File: src/rtl/jstk_pkg.sv
// Shared constants, state encoding and frame packing for the PmodJSTK SPI responder.
package jstk_pkg;

  localparam int JSTK_FRAME_BYTES = 5;
  localparam int JSTK_FRAME_BITS  = JSTK_FRAME_BYTES * 8;
  localparam int JSTK_CNT_W       = 6;
  localparam logic [5:0] JSTK_LED_CMD = 6'b100000;

  typedef enum logic [1:0] {
    IDLE,
    SHIFT,
    DONE,
    HOLD
  } jstk_state_e;

  // Byte order on the wire: X low, X high, Y low, Y high, buttons.
  function automatic logic [JSTK_FRAME_BITS-1:0] jstk_pack(
    input logic [9:0] x,
    input logic [9:0] y,
    input logic [2:0] btn
  );
    return {x[7:0], 6'b0, x[9:8], y[7:0], 6'b0, y[9:8], 5'b0, btn};
  endfunction

endpackage

File: src/rtl/spi_edge_sync.sv
// Multi-stage synchronizer for one asynchronous SPI line with registered
// rise/fall pulses; all stages clear to 0 so a low line never looks like a fall.
module spi_edge_sync #(
  parameter int SYNC_STAGES = 2
) (
  input  logic clk,
  input  logic rst,
  input  logic din,
  output logic level,
  output logic rise,
  output logic fall
);

  logic [SYNC_STAGES-1:0] sync_q, sync_d;
  logic prev_q, prev_d;
  logic rise_q, rise_d;
  logic fall_q, fall_d;

  always_comb begin
    sync_d = {sync_q[SYNC_STAGES-2:0], din};
    prev_d = sync_q[SYNC_STAGES-1];
    rise_d = sync_q[SYNC_STAGES-1] & ~prev_q;
    fall_d = ~sync_q[SYNC_STAGES-1] & prev_q;
  end

  always_ff @(posedge clk) begin
    if (!rst) begin
      sync_q <= '0;
      prev_q <= 1'b0;
      rise_q <= 1'b0;
      fall_q <= 1'b0;
    end else begin
      sync_q <= sync_d;
      prev_q <= prev_d;
      rise_q <= rise_d;
      fall_q <= fall_d;
    end
  end

  assign level = sync_q[SYNC_STAGES-1];
  assign rise  = rise_q;
  assign fall  = fall_q;

endmodule

File: src/rtl/jstk_spi_responder.sv
// PmodJSTK emulator: SPI mode-0 slave returning X/Y/buttons on MISO and
// decoding the master's LED command byte, oversampled in the clk domain.
module jstk_spi_responder
  import jstk_pkg::*;
#(
  parameter int         SYNC_STAGES = 2,
  parameter logic [1:0] LED_RESET   = 2'b00
) (
  input  logic       clk,
  input  logic       rst,
  input  logic       sclk,
  input  logic       mosi,
  input  logic       cs,
  output logic       miso,
  input  logic [9:0] x_in,
  input  logic [9:0] y_in,
  input  logic [2:0] btn_in,
  output logic [1:0] led,
  output logic [7:0] cmd_byte,
  output logic       frame_done,
  output logic       frame_err,
  output logic       busy
);

  logic sclk_lvl, sclk_rise, sclk_fall;
  logic cs_lvl, cs_rise, cs_fall;
  logic mosi_lvl, mosi_rise, mosi_fall;

  spi_edge_sync #(.SYNC_STAGES(SYNC_STAGES)) u_sync_sclk (
    .clk(clk), .rst(rst), .din(sclk),
    .level(sclk_lvl), .rise(sclk_rise), .fall(sclk_fall)
  );

  spi_edge_sync #(.SYNC_STAGES(SYNC_STAGES)) u_sync_cs (
    .clk(clk), .rst(rst), .din(cs),
    .level(cs_lvl), .rise(cs_rise), .fall(cs_fall)
  );

  spi_edge_sync #(.SYNC_STAGES(SYNC_STAGES)) u_sync_mosi (
    .clk(clk), .rst(rst), .din(mosi),
    .level(mosi_lvl), .rise(mosi_rise), .fall(mosi_fall)
  );

  jstk_state_e                state_q, state_d;
  logic [JSTK_CNT_W-1:0]      cnt_q, cnt_d;
  logic [JSTK_FRAME_BITS-1:0] tx_q, tx_d;
  logic [7:0]                 rx_q, rx_d;
  logic                       miso_q, miso_d;
  logic [1:0]                 led_q, led_d;
  logic [7:0]                 cmd_q, cmd_d;
  logic                       done_q, done_d;
  logic                       err_q, err_d;
  logic                       ovr_q, ovr_d;
  logic                       busy_q, busy_d;
  logic                       unused_sync;

  assign unused_sync = &{1'b0, sclk_lvl, mosi_rise, mosi_fall, tx_q[JSTK_FRAME_BITS-1]};

  always_comb begin
    state_d = state_q;
    cnt_d   = cnt_q;
    tx_d    = tx_q;
    rx_d    = rx_q;
    miso_d  = miso_q;
    led_d   = led_q;
    cmd_d   = cmd_q;
    done_d  = 1'b0;
    err_d   = 1'b0;
    ovr_d   = ovr_q;
    busy_d  = ~cs_lvl;

    // A cs rise always takes priority over an sclk edge seen in the same cycle.
    unique case (state_q)
      IDLE: begin
        miso_d = 1'b0;
        ovr_d  = 1'b0;
        if (cs_fall) begin
          state_d = SHIFT;
          tx_d    = jstk_pack(x_in, y_in, btn_in);
          miso_d  = tx_d[JSTK_FRAME_BITS-1];
          cnt_d   = '0;
          rx_d    = '0;
        end
      end
      SHIFT: begin
        if (cs_rise) begin
          state_d = IDLE;
          err_d   = 1'b0 | 1'b1;
          miso_d  = 1'b0;
        end else if (sclk_rise) begin
          cnt_d = cnt_q + 1'b1;
          if (cnt_q < JSTK_CNT_W'(8)) begin
            rx_d = {rx_q[6:0], mosi_lvl};
          end
          // Results are published on the 40th rise so they land with frame_done.
          if (cnt_q == JSTK_CNT_W'(JSTK_FRAME_BITS - 1)) begin
            state_d = DONE;
            done_d  = 1'b1;
            cmd_d   = rx_d;
            miso_d  = 1'b0;
            if (rx_d[7:2] == JSTK_LED_CMD) begin
              led_d = rx_d[1:0];
            end
          end
        end else if (sclk_fall) begin
          tx_d   = {tx_q[JSTK_FRAME_BITS-2:0], 1'b0};
          miso_d = tx_q[JSTK_FRAME_BITS-2];
        end
      end
      DONE: begin
        miso_d = 1'b0;
        if (cs_rise) begin
          state_d = IDLE;
        end else begin
          state_d = HOLD;
          if (sclk_rise) begin
            err_d = 1'b1;
            ovr_d = 1'b1;
          end
        end
      end
      HOLD: begin
        miso_d = 1'b0;
        if (cs_rise) begin
          state_d = IDLE;
        end else if (sclk_rise && !ovr_q) begin
          err_d = 1'b1;
          ovr_d = 1'b1;
        end
      end
      default: begin
        state_d = IDLE;
        miso_d  = 1'b0;
      end
    endcase
  end

  always_ff @(posedge clk) begin
    if (!rst) begin
      state_q <= IDLE;
      cnt_q   <= '0;
      tx_q    <= '0;
      rx_q    <= '0;
      miso_q  <= 1'b0;
      led_q   <= LED_RESET;
      cmd_q   <= '0;
      done_q  <= 1'b0;
      err_q   <= 1'b0;
      ovr_q   <= 1'b0;
      busy_q  <= 1'b0;
    end else begin
      state_q <= state_d;
      cnt_q   <= cnt_d;
      tx_q    <= tx_d;
      rx_q    <= rx_d;
      miso_q  <= miso_d;
      led_q   <= led_d;
      cmd_q   <= cmd_d;
      done_q  <= done_d;
      err_q   <= err_d;
      ovr_q   <= ovr_d;
      busy_q  <= busy_d;
    end
  end

  assign miso       = miso_q;
  assign led        = led_q;
  assign cmd_byte   = cmd_q;
  assign frame_done = done_q;
  assign frame_err  = err_q;
  assign busy       = busy_q;

endmodule

File: config.mk
export PLATFORM = sky130hd
export DESIGN_NAME = jstk_spi_responder
export DESIGN_NICKNAME = d
export VERILOG_FILES = /design/src/rtl/jstk_pkg.sv /design/src/rtl/spi_edge_sync.sv /design/src/rtl/jstk_spi_responder.sv
export SDC_FILE = /design/constraint.sdc
export NUM_CORES = 1
export LEC_CHECK = 0
export BUFFER_PORTS_ARGS = -buffer_cell sky130_fd_sc_hd__buf_2
export CORE_MARGIN = 8
export CORE_UTILIZATION = 35
export CTS_BUF_LIST = sky130_fd_sc_hd__clkbuf_4
export DETAILED_ROUTE_END_ITERATION = 12
export GPL_ROUTABILITY_DRIVEN = 0
export PLACE_DENSITY_LB_ADDON = 0.15
export SLEW_MARGIN = 20
export SYNTH_ARGS = -nofsm -noshare
export SYNTH_HDL_FRONTEND = slang
export SYNTH_SLANG_ARGS = --single-unit
export TNS_END_PERCENT = 20
File: constraint.sdc
create_clock -name clk -period 2.3 [get_ports clk]
set_clock_uncertainty 0.15 [all_clocks]
set_input_delay 0.115 -clock clk [delete_from_list [all_inputs] [get_ports clk]]
set_output_delay 0.115 -clock clk [all_outputs]
set_load 0.005 [all_outputs]
==> metrics.md <==
| Metric | Value |
|---|---|
| Sequential element share of the synthesized area | 48.9% |
| Critical Path Slowest Stage Cell | dfxtp_1 |
| FMAX | 545 MHz |
| Final ANT Viol Nets | 0 |
| GRT Util Overall | 11.5% |
| Total congestion overflow | 0 |
| Area Overhead vs Synth | 21.3% |
| Worst hold endpoint | cmd_byte[5] |
| TritonCTS clock tree | yes |
| Prevailing post-synth register cell | dfxtp_1 |
| Top-area cell type share of the netlist area | 48.9% |
| Worst-Skew Late Latency | 430 ps |
| Wire length per cell | 12.6 µm |
| Shortest period the worst path allows | 1830 ps |
| Reg2reg setup slack | 470 ps |
| Post-Syn Nets | 401 |
| Area leader, netlist | dfxtp_1 |
| Worst-path cell chain | nand4bb_1 -> a21oi_4 -> buf_12 -> nand3_1 -> o211a_1 |
| Cells after synthesis | 372 |
| Synthesized area | 3360 µm² |
| Ys Warns | 0 |
| Setup Buffers After CTS | 0 |
| First-pass GRT wire length | 12100 µm |
| Largest net degree at the start of global routing | 61 |
| R2R Path End | tx_q[36] |
| Antenna cells | 0 |
| CTS Buffer Depth | 2 |
| Worst hold path depth | 2 |
| Die W | 114 µm |
| Most frequent cells in the layout | nand2_1 (93), dfxtp_1 (82), nand3_1 (42), buf_2 (41) |
| Port bufs | 41 |
| Crit path required time | 2460 ps |
| Vias | 2694 |
| Design area | 4080 µm² |
| Detail Placement HPWL | 4460 µm |
| Total CTS buffers | 9 |
| Initial antenna violation count | 0 |
| Layout fillers | 958 |
| WS Path Type | reg -> reg |
| Setup-failing EPs final | 0 |
| CP startpoint kind | register |
| Leak | 1.82 nW |
| Most common cell after layout, fill and taps aside | nand2_1 |
| First drt pass iteration count | 4 |
| Cell Pwr Density | 594 nW/µm² |
| Starting density of the core | 36.2% |
| Run status | finished, final reports clean |
| Seq cells post-synth | 82 |
| I/O pin count | 42 |
| Worst setup EP type | register |
| Vias in the first global route | 2566 |
| Synth async-reset ratio | 0% |
| Clock root buffer | clkbuf_4 |
| RSZ-0062 raised after global routing | no |
| Nets@finish | 459 |
| R2R depth | 5 |
| Hold_sp | rst |
| Final Hold Fails | 0 |
| # rows | 35 |
| Worst EP arrival | 2000 ps |
| Worst Tran Pin Value | 563 ps |
| Fin. max-slew vios | 0 |
| Critical Path Fanout Max | 60 |
| Worst flop-to-flop path startpoint | state_q[0] |
| Setup TNS | 0 ps |
| DIE AREA | 13000 µm² |
| Number of flops mapped to enable cells by yosys | 0 |
| Yosys cell types | 49 |
| Synth top area cells | dfxtp_1 (49%), nand2_1 (10%), nand3_1 (6.3%) |
| Worst vdd ir | 295 µV |
| Sink Count | 82 |
| Die height | 114 µm |
| Core Footprint | 9280 µm² |
| Worst-path clk slew | 130 ps |
| # DRC | 0 |
| Vias/cell | 4.78 |
| Post-DP Area | 3680 µm² |
| Avg Inst Size Synth | 9.03 µm² |
| Ratio of cells with drive above 1 in the final layout | 16.8% |
| Max_cap viols | 0 |
| First DRT Iteration DRCs | 116 |
| Relative slew slack | 62.4% |
| Slowest stage delay, CP | 580 ps |
| H-tree Lvls | 3 |
| Min-delay worst type | in -> reg |
| Total Wirelength | 7080 µm |
| Fin crit share | 79.7% |
## power by group
group          internal, mW  leakage, nW  switching (mW)
Sequential             1.44        0.663         0.00993
Clock                 0.353       0.0729           0.483
Combinational        0.0792         1.08          0.0590
## cell usage after synthesis, drive strengths merged (3+ instances only)
master	n
a211oi	3
nor2	6
nand3	42
buf	13
o22ai	8
dfxtp	82
mux2i	4
nor2b	8
and2	9
o211a	21
a21boi	27
nand2	93
clkbuf	13
inv	3
and3	3
xnor2	3
a21oi	3
## stage by stage
stage          hold slack, ps  util (%)  setup WS, ps  power, mW  cells
6_report                 73.2      43.9           466       2.42    564
5_1_grt                  78.2      43.9           284       2.55    564
4_1_cts                  50.6      43.9           450       2.46    564
3_5_place_dp              174      39.6           473       1.58    522
3_3_place_gp              172      39.6           527       1.58    522
2_1_floorplan            92.3         -           670       1.54    372
## flip-flops by register name, indices dropped and copies added (netlist names), 2 cells and up
name	cells
state_q	2
u_sync_sclk.sync_q	2
cnt_q	6
led	2
u_sync_mosi.sync_q	2
u_sync_cs.sync_q	2
rx_q	8
cmd_byte	8
tx_q	39
## layer usage
layer	share of wire, %	global-route usage, %	routed length (µm)
met1	48	13.5	3380
met2	47	18.8	3350
met5	0	0	0
met3	3.1	2.75	223
met4	1.8	6.65	128
## cell families after synthesis
| family | after synthesis | synth area share, % |
|---|---|---|
| AND/OR/NAND/NOR | 179 | 26.5 |
| flip-flops | 82 | 48.9 |
| AO/OA/AOI/OAI | 72 | 17.5 |
| buffers and inverters | 29 | 4.06 |
| multiplexers | 6 | 1.86 |
| XOR/XNOR | 3 | 0.783 |
| adder cells (fa/ha/maj) | 1 | 0.373 |
## what timing repair did
action                    CTS  global route
resized for setup           0             0
hold buffers               26             0
hold endpoints to repair   26             0
## worst max-delay path by stage
stage,startpoint,end,depth (start not counted),slack (ps)
2_1_floorplan,cnt_q[0],miso,5,670
3_3_place_gp,state_q[0],cmd_byte[7],4,530
3_5_place_dp,state_q[0],tx_q[36],5,470
4_1_cts,state_q[0],tx_q[36],5,450
5_1_grt,state_q[0],tx_q[35],5,280
6_report,state_q[0],tx_q[36],5,470
## worst max-delay path: cells and delay by family (launching register included)
family | cells | cell delay [ps]
flops | 1 | 580
buf+inv | 1 | 260
simple gates | 2 | 370
compound gates | 2 | 360
## final cells by class
cell class	count	area (µm²)	share of cell area, %
inverter	3	11.3	0.276
clock inverter	5	55.1	1.35
sequential	82	1640	40.3
tap	129	161	3.96
timing repair buffer	73	536	13.1
clock buffer	11	82.6	2.03
multi-input combinational	261	1590	39.0
(Power assumes the default switching activity.)
